`config.mk`:
```
export PLATFORM = sky130hd
export DESIGN_NAME = button_debouncer
export DESIGN_NICKNAME = d
export VERILOG_FILES = /design/src/rtl/button_debouncer.sv
export SDC_FILE = /design/constraint.sdc
export NUM_CORES = 1
export LEC_CHECK = 0
export ABC_CLOCK_PERIOD_IN_PS = 3400
export BUFFER_PORTS_ARGS = -buffer_cell sky130_fd_sc_hd__buf_2
export CORE_ASPECT_RATIO = 0.6
export CORE_MARGIN = 2
export CORE_UTILIZATION = 52
export CTS_CLUSTER_DIAMETER = 200
export DETAILED_ROUTE_END_ITERATION = 12
export GPL_TIMING_DRIVEN = 0
export HOLD_SLACK_MARGIN = 0.1
export PLACE_DENSITY = 0.68
export REMOVE_ABC_BUFFERS = 1
export SYNTH_ARGS = -nofsm -noshare
export SYNTH_HDL_FRONTEND = slang
export SYNTH_SLANG_ARGS = --single-unit
```
`constraint.sdc`:
```
create_clock -name clk -period 3.4 [get_ports clk]
set_clock_uncertainty 0.1 [all_clocks]
set_input_delay 0.34 -clock clk [delete_from_list [all_inputs] [get_ports clk]]
set_output_delay 0.34 -clock clk [all_outputs]
set_load 0.05 [all_outputs]
```
`src/rtl/button_debouncer.sv`:
```
// Multi-channel push-button conditioner: polarity fix, 2-FF synchroniser, and a per-channel
// debounce FSM producing a clean level plus press, release and long-press pulses.
module button_debouncer #(
  parameter int unsigned N_BTN           = 4,
  parameter int unsigned DEBOUNCE_CYCLES = 1000000,
  parameter int unsigned LONG_CYCLES     = 50000000,
  parameter int unsigned CNT_W           = 32,
  parameter bit          ACTIVE_LOW      = 1'b1
) (
  input  logic             clk,
  input  logic             rst,
  input  logic [N_BTN-1:0] btn_in,
  output logic [N_BTN-1:0] btn_level,
  output logic [N_BTN-1:0] btn_press,
  output logic [N_BTN-1:0] btn_release,
  output logic [N_BTN-1:0] btn_long
);

  typedef enum logic [1:0] {
    StReleased,
    StPressWait,
    StPressed,
    StReleaseWait
  } state_e;

  localparam logic [CNT_W-1:0] DebLimit  = CNT_W'(DEBOUNCE_CYCLES);
  localparam logic [CNT_W-1:0] LongLimit = CNT_W'(LONG_CYCLES);
  localparam logic [CNT_W-1:0] CntOne    = CNT_W'(1);

  logic [N_BTN-1:0] pin_pressed;
  logic [N_BTN-1:0] sync1_q;
  logic [N_BTN-1:0] sync2_q;

  // Normalise polarity before the synchroniser so every later stage sees 1 = pressed.
  assign pin_pressed = btn_in ^ {N_BTN{ACTIVE_LOW}};

  always_ff @(posedge clk) begin
    if (rst) begin
      sync1_q <= '0;
      sync2_q <= '0;
    end else begin
      sync1_q <= pin_pressed;
      sync2_q <= sync1_q;
    end
  end

  for (genvar i = 0; i < N_BTN; i++) begin : g_chan
    state_e           state_q, state_d;
    logic [CNT_W-1:0] cnt_q, cnt_d;
    logic [CNT_W-1:0] hold_q, hold_d;
    logic             level_q, level_d;
    logic             press_q, press_d;
    logic             release_q, release_d;
    logic             long_q, long_d;
    logic             s;

    assign s = sync2_q[i];

    // State register, counters and registered outputs.
    always_ff @(posedge clk) begin
      if (rst) begin
        state_q   <= StReleased;
        cnt_q     <= '0;
        hold_q    <= '0;
        level_q   <= 1'b0;
        press_q   <= 1'b0;
        release_q <= 1'b0;
        long_q    <= 1'b0;
      end else begin
        state_q   <= state_d;
        cnt_q     <= cnt_d;
        hold_q    <= hold_d;
        level_q   <= level_d;
        press_q   <= press_d;
        release_q <= release_d;
        long_q    <= long_d;
      end
    end

    // Next-state and counter logic.
    always_comb begin
      state_d = state_q;
      cnt_d   = cnt_q;
      hold_d  = hold_q;
      unique case (state_q)
        StReleased: begin
          if (s) begin
            state_d = StPressWait;
            cnt_d   = CntOne;
          end
        end
        StPressWait: begin
          if (!s) begin
            state_d = StReleased;
          end else if (cnt_q == DebLimit) begin
            state_d = StPressed;
            hold_d  = '0;
          end else begin
            cnt_d = cnt_q + CntOne;
          end
        end
        StPressed: begin
          if (!s) begin
            state_d = StReleaseWait;
            cnt_d   = CntOne;
          end else if (hold_q < LongLimit) begin
            hold_d = hold_q + CntOne;
          end
        end
        StReleaseWait: begin
          // A bounce back to pressed keeps hold, so the long pulse cannot re-fire.
          if (s) begin
            state_d = StPressed;
          end else if (cnt_q == DebLimit) begin
            state_d = StReleased;
          end else begin
            cnt_d = cnt_q + CntOne;
          end
        end
        default: begin
          state_d = StReleased;
        end
      endcase
    end

    // Output decode: pulses fire on the accepting transition, level follows them.
    always_comb begin
      press_d   = (state_q == StPressWait) && s && (cnt_q == DebLimit);
      release_d = (state_q == StReleaseWait) && !s && (cnt_q == DebLimit);
      long_d    = (state_q == StPressed) && s && (hold_q < LongLimit) &&
                  (hold_q + CntOne == LongLimit);
      level_d   = level_q;
      if (press_d) begin
        level_d = 1'b1;
      end else if (release_d) begin
        level_d = 1'b0;
      end
    end

    assign btn_level[i]   = level_q;
    assign btn_press[i]   = press_q;
    assign btn_release[i] = release_q;
    assign btn_long[i]    = long_q;
  end

endmodule
```
# Yosys cells after proc, flatten, opt, wreduce, memory -nomap -nowiden
# Index checks and enable logic that the tools add are counted.
dict set report totals {
  romBits 0
  mem_count 0
  latchBits 0
  ram_bits 0
  in_bits 6
  reg_bits 288
  out_inout_bits 16
}
dict set report classes {
  n_div 0
  mul 0
  reduce_logical 56
  shift 0
  n_bitwise 1
  mux 80
  n_eq_ne 56
  order_cmp 4
  n_addsub 8
}
# operator count
set ops {}
lappend ops {{32-bit 2-to-1 mux} 36}
lappend ops {{32-bit one-hot mux with 4 select lines} 4}
lappend ops {{32-bit by 1-bit adder with 32-bit output, second input constant} 8}
lappend ops {{32-bit one-hot mux with 2 select lines} 4}
lappend ops {{32-bit by 20-bit equality test with 1-bit output, second input constant} 4}
lappend ops {{32-bit by 26-bit equality test with 1-bit output, second input constant} 4}
lappend ops {{32-bit by 26-bit < comparator with 1-bit output, second input constant} 4}
lappend ops {{2-bit inequality test, second input constant} 26}
lappend ops {{2-bit 2-to-1 mux} 24}
lappend ops {{2-bit one-hot mux with 4 select lines} 4}
lappend ops {{4-bit AND reduction} 8}
lappend ops {{1-bit logical AND} 28}
lappend ops {{5-bit AND reduction} 4}
lappend ops {{3-bit inequality test, second input constant} 6}
lappend ops {{2-bit equality test, second input constant} 8}
lappend ops {{2-bit nonzero test} 8}
lappend ops {{2-bit by 1-bit equality test with 1-bit output, second input constant} 4}
lappend ops {{2-bit zero test} 4}
lappend ops {{1-bit 2-to-1 mux} 8}
lappend ops {{3-bit by 2-bit inequality test with 1-bit output, second input constant} 2}
lappend ops {{1-bit zero test} 4}
lappend ops {{2-bit by 1-bit inequality test with 1-bit output, second input constant} 2}
lappend ops {{4-bit inverter} 1}

# Longest topological paths before layout
# Gate-level depths: netlist of run 1.
dict set report logic_depth {
  ltp_word 5
  ltp_mapped 12
  mapped_depth_nobuf 9
}

# Worst setup path after synthesis of run 1
# Ideal clock, no wire load.
dict set report synth_timing {
  path_type {register to register}
  start {reg g_chan[0].cnt_q[12]}
  end {reg g_chan[0].hold_q[2]}
  path_slack_ns 0.850
  stages_incl_launch_ff 10
  path_buffers 2
  arrival_ns 2.336
  cell_sequence {dfxtp_1 or4b_1 or3_1 or4_4 o22ai_4 nor2_2 buf_6 buf_6 nor2_1 nor2_1}
}
dict set report synth_via {
  elab_chain_len 3
}
# item line
set synth_rtl {}
lappend synth_rtl {{start, declared} 49} ;# logic [CNT_W-1:0] cnt_q, cnt_d;
lappend synth_rtl {{start signal, assigned} 71} ;# cnt_q <= cnt_d;
lappend synth_rtl {{32-bit by 20-bit equality test with 1-bit output} 95} ;# end else if (cnt_q == DebLimit) begin
lappend synth_rtl {{2-bit inequality test (no source line)} -}
lappend synth_rtl {{5-bit AND reduction (no source line)} -}
lappend synth_rtl {{end signal, assigned} 72} ;# hold_q <= hold_d;
lappend synth_rtl {{end, declared} 50} ;# logic [CNT_W-1:0] hold_q, hold_d;
# Every way passes these cells.
# A chain may end at the register's enable or synchronous reset.

==> summary.md, run 1 <==
| Metric | Value |
|---|---|
| Total GRT Usage | 23.15% |
| EDFF count, synth | 0 |
| Flop and latch count out of synthesis | 288 |
| Initial DRC count | 1454 |
| RSZ-0062 raised after global routing | false |
| Worst min path class | input port to flip-flop |
| Die width | 222.7 µm |
| DRC | 0 |
| Slew Limit Fails | 0 |
| CTS max path bufs | 3 |
| Die area | 0.03012 mm² |
| Setup CP Type | flip-flop to flip-flop |
| Synthesized instance count | 1891 |
| Syn-to-layout area delta | 8.055% |
| Sequential share of the synthesized area | 38.63% |
| Diode count | 0 |
| Routed WL | 35.24 mm |
| Synth warnings | 0 |
| Worst path required time | 3.76 ns |
| Initial antenna violation count | 0 |
| Layout cells sized above 1 | 5.496% |
| Worst EP arrival | 3.65 ns |
| Port Buf Inserts | 21 |
| Clock slew at reported path FFs | 0.07 ns |
| Row cnt | 47 |
| Setup crit end kind | flip-flop |
| Achievable Freq | 0.3036 GHz |
| Met1 wire length | 19.29 mm |
| Max layer used | met4 |
| Worst skew pair latency | 0.56 ns |
| Drt pass-1 iters | 5 |
| Cell Pwr Density | 418.3 mW/mm² |
| Fin cells | 2223 |
| Maxcap violations | 0 |
| Util after Layout | 57.86% |
| Root Buffer | clkbuf_16 |
| WL met2 | 13.21 mm |
| Critical Path Fanout Max | 14 |
| Syn Std Cell Area | 0.01493 mm² |
| Initial Util | 53.55% |
| Static leakage | 5.102 nW |
| Largest net degree at the start of global routing | 88 |
| Wirelength per Cell | 15.85 µm |
| Num ports | 22 |
| Post-route ant nets | 0 |
| Via density | 5.982 |
| CTS tree | built |
| Count of cell types in the netlist | 73 |
| Gr ovfl total | 0 |
| Peak VDD IR | 0.3982 mV |
| H-tree depth | 1 |
| Vias | 13300 |
| Final Hold Viols | 0 |
| HPWL Detailed | 23.96 mm |
| Vias in the first global route | 11600 |
| Die Y-Extent | 135.2 µm |
| Setup Viol. Count Final | 0 |
| Async SR Flop Fraction | 0% |
| Worst setup SP type | flip-flop |
| Post-layout nets | 1856 |
| Cts bufs inserted | 28 |
| Core area | 0.02787 mm² |
| Inst Count DP | 2168 |
| Final period utilization | 96.89% |
| Tightest Pin Transition | 1.260 ns |
| Status | complete, no violations |
| Global-route wire length before repair | 59.31 mm |
| DR WL met3 | 2.251 mm |
| GPL Wtd Cong | 0.8890 |
| Top FF cell, synth | dfxtp_1 |
| Minimum clock period | 3.294 ns |
| Clock Sinks | 288 |
| Syn Area/Cell | 7.894 µm² |
| Worst slew margin | 15.69% |
report_power, final:
group          internal [mW]  switching (mW)  total, mW
Combinational         0.0377           0.102      0.140
Clock                   1.89            1.32       3.21
Sequential              3.39          0.0127       3.40
layout make-up:
type | instances | area, µm²
fillers | 2509 | 11750
multi-input cells | 1441 | 8526
flip-flops and latches | 288 | 5766
clock buffers | 43 | 828.3
well taps | 367 | 459.2
repair buffers | 34 | 281.5
inverters | 45 | 168.9
clock inverters | 5 | 100.1
metal layers:
layer / GRT usage (%) / vias to the layer above
met1: 39.07 / 6213
li1: - / 6672
met4: 3.654 / 0
met3: 3.253 / 40
met5: 0 / -
met2: 30.35 / 374
through the flow:
step	cell area, µm²	total power, mW	setup slack, ns	hold WS, ns	setup TNS (ns)
2_1_floorplan	14380	3.543	0.1524	0.3067	0
3_3_place_gp	14950	3.600	-1.286	0.3236	-86.01
3_5_place_dp	15070	3.611	-0.2796	0.3294	-2.293
4_1_cts	16050	6.801	0.1062	0.1402	0
5_1_grt	16130	6.950	0.01013	0.1714	0
6_report	16130	6.747	0.1057	0.1448	0
worst paths after layout:
| path | startpoint | end | slack [ns] | cells past startpoint |
|---|---|---|---|---|
| worst max-delay path | flip-flop | g_chan[2].hold_q[19] | 0.11 | 6 |
| worst min-delay path | rst | sync1_q[3] | 0.14 | 2 |
| worst max register to register | flip-flop | g_chan[2].hold_q[19] | 0.11 | 6 |
| worst min register to register | sync1_q[0] | sync2_q[0] | 0.34 | 1 |
logic make-up after synthesis:
family / share of synthesized area [%]
xor gates and xnor gates: 8.801
DFF: 38.63
and+or+nand+nor: 32.63
muxes: 0.1341
adders and majority gates: 1.006
buffers and inverters: 4.778
AOI/OAI and AO/OA: 14.02
cells in the mapped netlist, drive strengths merged, types with 14 or more instances:
master  number  area (µm²)
a311oi      50       437.9
nor2       249       937.2
or4         19       146.4
nor3        83       425.4
or3         32       200.2
nand2b      17       106.4
nor4b       14       128.9
nor2b       14       87.58
nor4        48       312.8
nand3       94       470.5
a31oi       26       162.7
nand2      188       705.7
a21oi       92       460.4
and4        20       175.2
xor2        64       560.5
nand4       57       362.8
o21ai       80       400.4
and2        38       237.7
dfxtp      288        5766
and3        45       281.5
inv         45       168.9
buf         40       250.3
xnor2       86       753.2
clkbuf      77       294.0
layout by cell type (no fill, tap or decap), drive strengths merged, types with 4 or more instances in the layout:
| master | n |
|---|---|
| dfxtp | 288 |
| nor2 | 249 |
| nand2 | 188 |
| nand3 | 94 |
| a21oi | 92 |
| xnor2 | 86 |
| nor3 | 83 |
| o21ai | 80 |
| xor2 | 64 |
| nand4 | 57 |
| a311oi | 50 |
| nor4 | 48 |
| inv | 45 |
| and3 | 45 |
| clkbuf | 43 |
| and2 | 38 |
| or3 | 32 |
| buf | 30 |
| a31oi | 26 |
| and4 | 20 |
| or4 | 19 |
| nand2b | 17 |
| nor4b | 14 |
| nor2b | 14 |
| a41oi | 13 |
| o31ai | 13 |
| ha | 12 |
| a211oi | 8 |
| or2 | 7 |
| nor4bb | 6 |
| o211ai | 6 |
| nand3b | 6 |
| nand4b | 4 |
| a21o | 4 |
| nor3b | 4 |
| dlygate4sd3 | 4 |
| o21bai | 4 |
worst max-delay path, stage by stage, from the launching register on:
cell,delay (ns)
dfxtp_1,0.56
nor2b_2,0.64
and3_1,0.31
nand2_1,0.08
nor2_1,0.97
a21oi_1,0.20
nor3_1,0.32
flip-flops by register name, indices dropped and copies added, names as in the netlist, named ones only:
register,count
g_chan.state_q,4
g_chan.press_q,4
sync1_q,4
g_chan.release_q,4
g_chan.hold_q,128
g_chan.long_q,4
g_chan.level_q,4
g_chan.cnt_q,128
sync2_q,4
repair_timing:
action	CTS	global route
setup buffers	0	3
hold buffers	4	0
hold endpoints to repair	4	0
setup endpoints to repair	32	69
resized for setup	3	8
pin swaps	0	1
Note: power is estimated with default switching activity, not from simulation.
==> run 2, diff against run 1 <==
Settings changed: BUFFER_PORTS_ARGS -buffer_cell sky130_fd_sc_hd__buf_2 to default, DONT_BUFFER_PORTS from default to 1, PLACE_DENSITY 0.68 to 0.67.
==> summary.md, run 2 (synthesized netlist as in run 1, its figures left out) <==
| Metric | Value |
|---|---|
| Static leakage | 5.025 nW |
| Post-route cell area | 0.01609 mm² |
| WL met2 | 13.95 mm |
| Worst setup SP type | flip-flop |
| Final Hold Viols | 0 |
| Met1 wire length | 18.40 mm |
| Worst min path class | input port to flip-flop |
| Vias in the first global route | 11470 |
| Delay-heaviest family, CP | simple AND/OR/NAND/NOR gates |
| Diode count | 0 |
| DRC | 0 |
| Setup ws final | 0.3087 ns |
| Wirelength per Cell | 16.03 µm |
| Initial DRC count | 1163 |
| Commonest non-fill, non-tap cell in the layout | dfxtp_1 |
| Die area | 0.03012 mm² |
| Max layer used | met4 |
| Routed WL | 35.40 mm |
| Crit path cell chain | nand4_1 -> or4_1 -> nor4_1 -> xor2_1 -> nor3_1 -> nand4_1 -> nor4_1 |
| H-tree depth | 1 |
| Biggest regs | g_chan.cnt_q (128), g_chan.hold_q (128) |
| Root Buffer | clkbuf_16 |
| Row cnt | 47 |
| Via density | 5.992 |
| Achievable Freq | 0.3235 GHz |
| Die Y-Extent | 135.2 µm |
| Setup CP Type | flip-flop to flip-flop |
| Critical Path Fanout Max | 11 |
| Num ports | 22 |
| CTS max path bufs | 3 |
| Worst path required time | 3.72 ns |
| Crit-path slowest cell | or4_1 |
| DR WL met3 | 2.583 mm |
| Clock Sinks | 288 |
| Minimum clock period | 3.091 ns |
| Status | complete, no violations |
| Hold slack final | 0.07676 ns |
| Port Buf Inserts | 0 |
| Gr ovfl total | 0 |
| Initial antenna violation count | 0 |
| Initial Util | 53.55% |
| Area after DPL | 0.01494 mm² |
| Clock slew at reported path FFs | 0.07 ns |
| Cell Pwr Density | 426.9 mW/mm² |
| Cts bufs inserted | 29 |
| Global-route wire length before repair | 58.86 mm |
| Worst EP arrival | 3.41 ns |
| Die width | 222.7 µm |
| Total GRT Usage | 23.08% |
| RSZ-0062 raised after global routing | false |
| Most frequent cells in the layout | dfxtp_1, nor2_1, nand2_1, nand3_1, a21oi_1 |
| GPL Wtd Cong | 0.8421 |
| Post-route ant nets | 0 |
| Core area | 0.02787 mm² |
| Maxcap violations | 0 |
| Critical path's largest stage delay | 0.75 ns |
| Tightest Pin Transition | 1.077 ns |
| Setup crit end kind | flip-flop |
| Syn-to-layout area delta | 7.779% |
| Vias | 13240 |
| Layout cells sized above 1 | 4.615% |
| Largest net degree at the start of global routing | 126 |
| Drt pass-1 iters | 5 |
| Placement Setup Slack | 0.07025 ns |
| Setup Viol. Count Final | 0 |
| Post-layout nets | 1840 |
| Peak VDD IR | 0.3336 mV |
| CP bufs+invs | 0 |
| CTS tree | built |
| Worst slew margin | 27.95% |
| Final period utilization | 90.92% |
| HPWL Detailed | 23.23 mm |
| Worst skew pair latency | 0.55 ns |
| Slew Limit Fails | 0 |
[run 2: path summary, 6_finish.rpt]
path	start	end	slack [ns]	cells after the start
setup / recovery	g_chan[0].hold_q[6]	g_chan[0].long_q	0.31	7
hold / removal	rst	g_chan[3].hold_q[15]	0.08	2
setup reg to reg	g_chan[0].hold_q[6]	g_chan[0].long_q	0.31	7
hold reg to reg	sync1_q[2]	sync2_q[2]	0.33	1
[run 2: what timing repair did]
action                                 4_1_cts  5_1_grt
setup endpoints to repair                    0       72
gates resized for setup                      0        8
endpoints found under the hold margin      148        0
hold buffers                                10        0
buffers inserted                             0        1
[run 2: final cells by class]
cell class,count,area (µm²)
Clock inverter,12,170.2
Fill cell,2555,11790
Multi-Input combinational cell,1441,8511
Inverter,45,168.9
Tap cell,367,459.2
Clock buffer,39,813.3
Sequential cell,288,5766
Timing Repair Buffer,17,200.2
[run 2: per-stage QoR]
step	util (%)	total power [mW]	cells	setup TNS, ns
finish	57.72	6.868	2209	0
global route	57.72	7.100	2209	0
CTS	57.55	6.945	2208	0
detailed placement	53.60	3.575	2147	0
global placement	53.25	3.566	2141	-51.56
floorplan	-	3.543	1774	0
[run 2: metal layers]
metal / GRT usage [%] / up-vias
li1: - / 6653
met1: 36.65 / 6138
met2: 32.14 / 407
met3: 4.164 / 39
met4: 4.213 / 0
met5: 0 / -
[run 2: worst register-to-register path: stages, from the launching register on]
cell and delay (ns):
dfxtp_1 0.52, nand4_1 0.35, or4_1 0.75, nor4_1 0.31, xor2_1 0.14, nor3_1 0.30
nand4_1 0.13, nor4_1 0.37
[run 2: power by group]
group | internal [mW] | total, mW | switching, mW
Combinational | 0.0366 | 0.121 | 0.0848
Clock | 1.97 | 3.33 | 1.36
Sequential | 3.39 | 3.42 | 0.0293
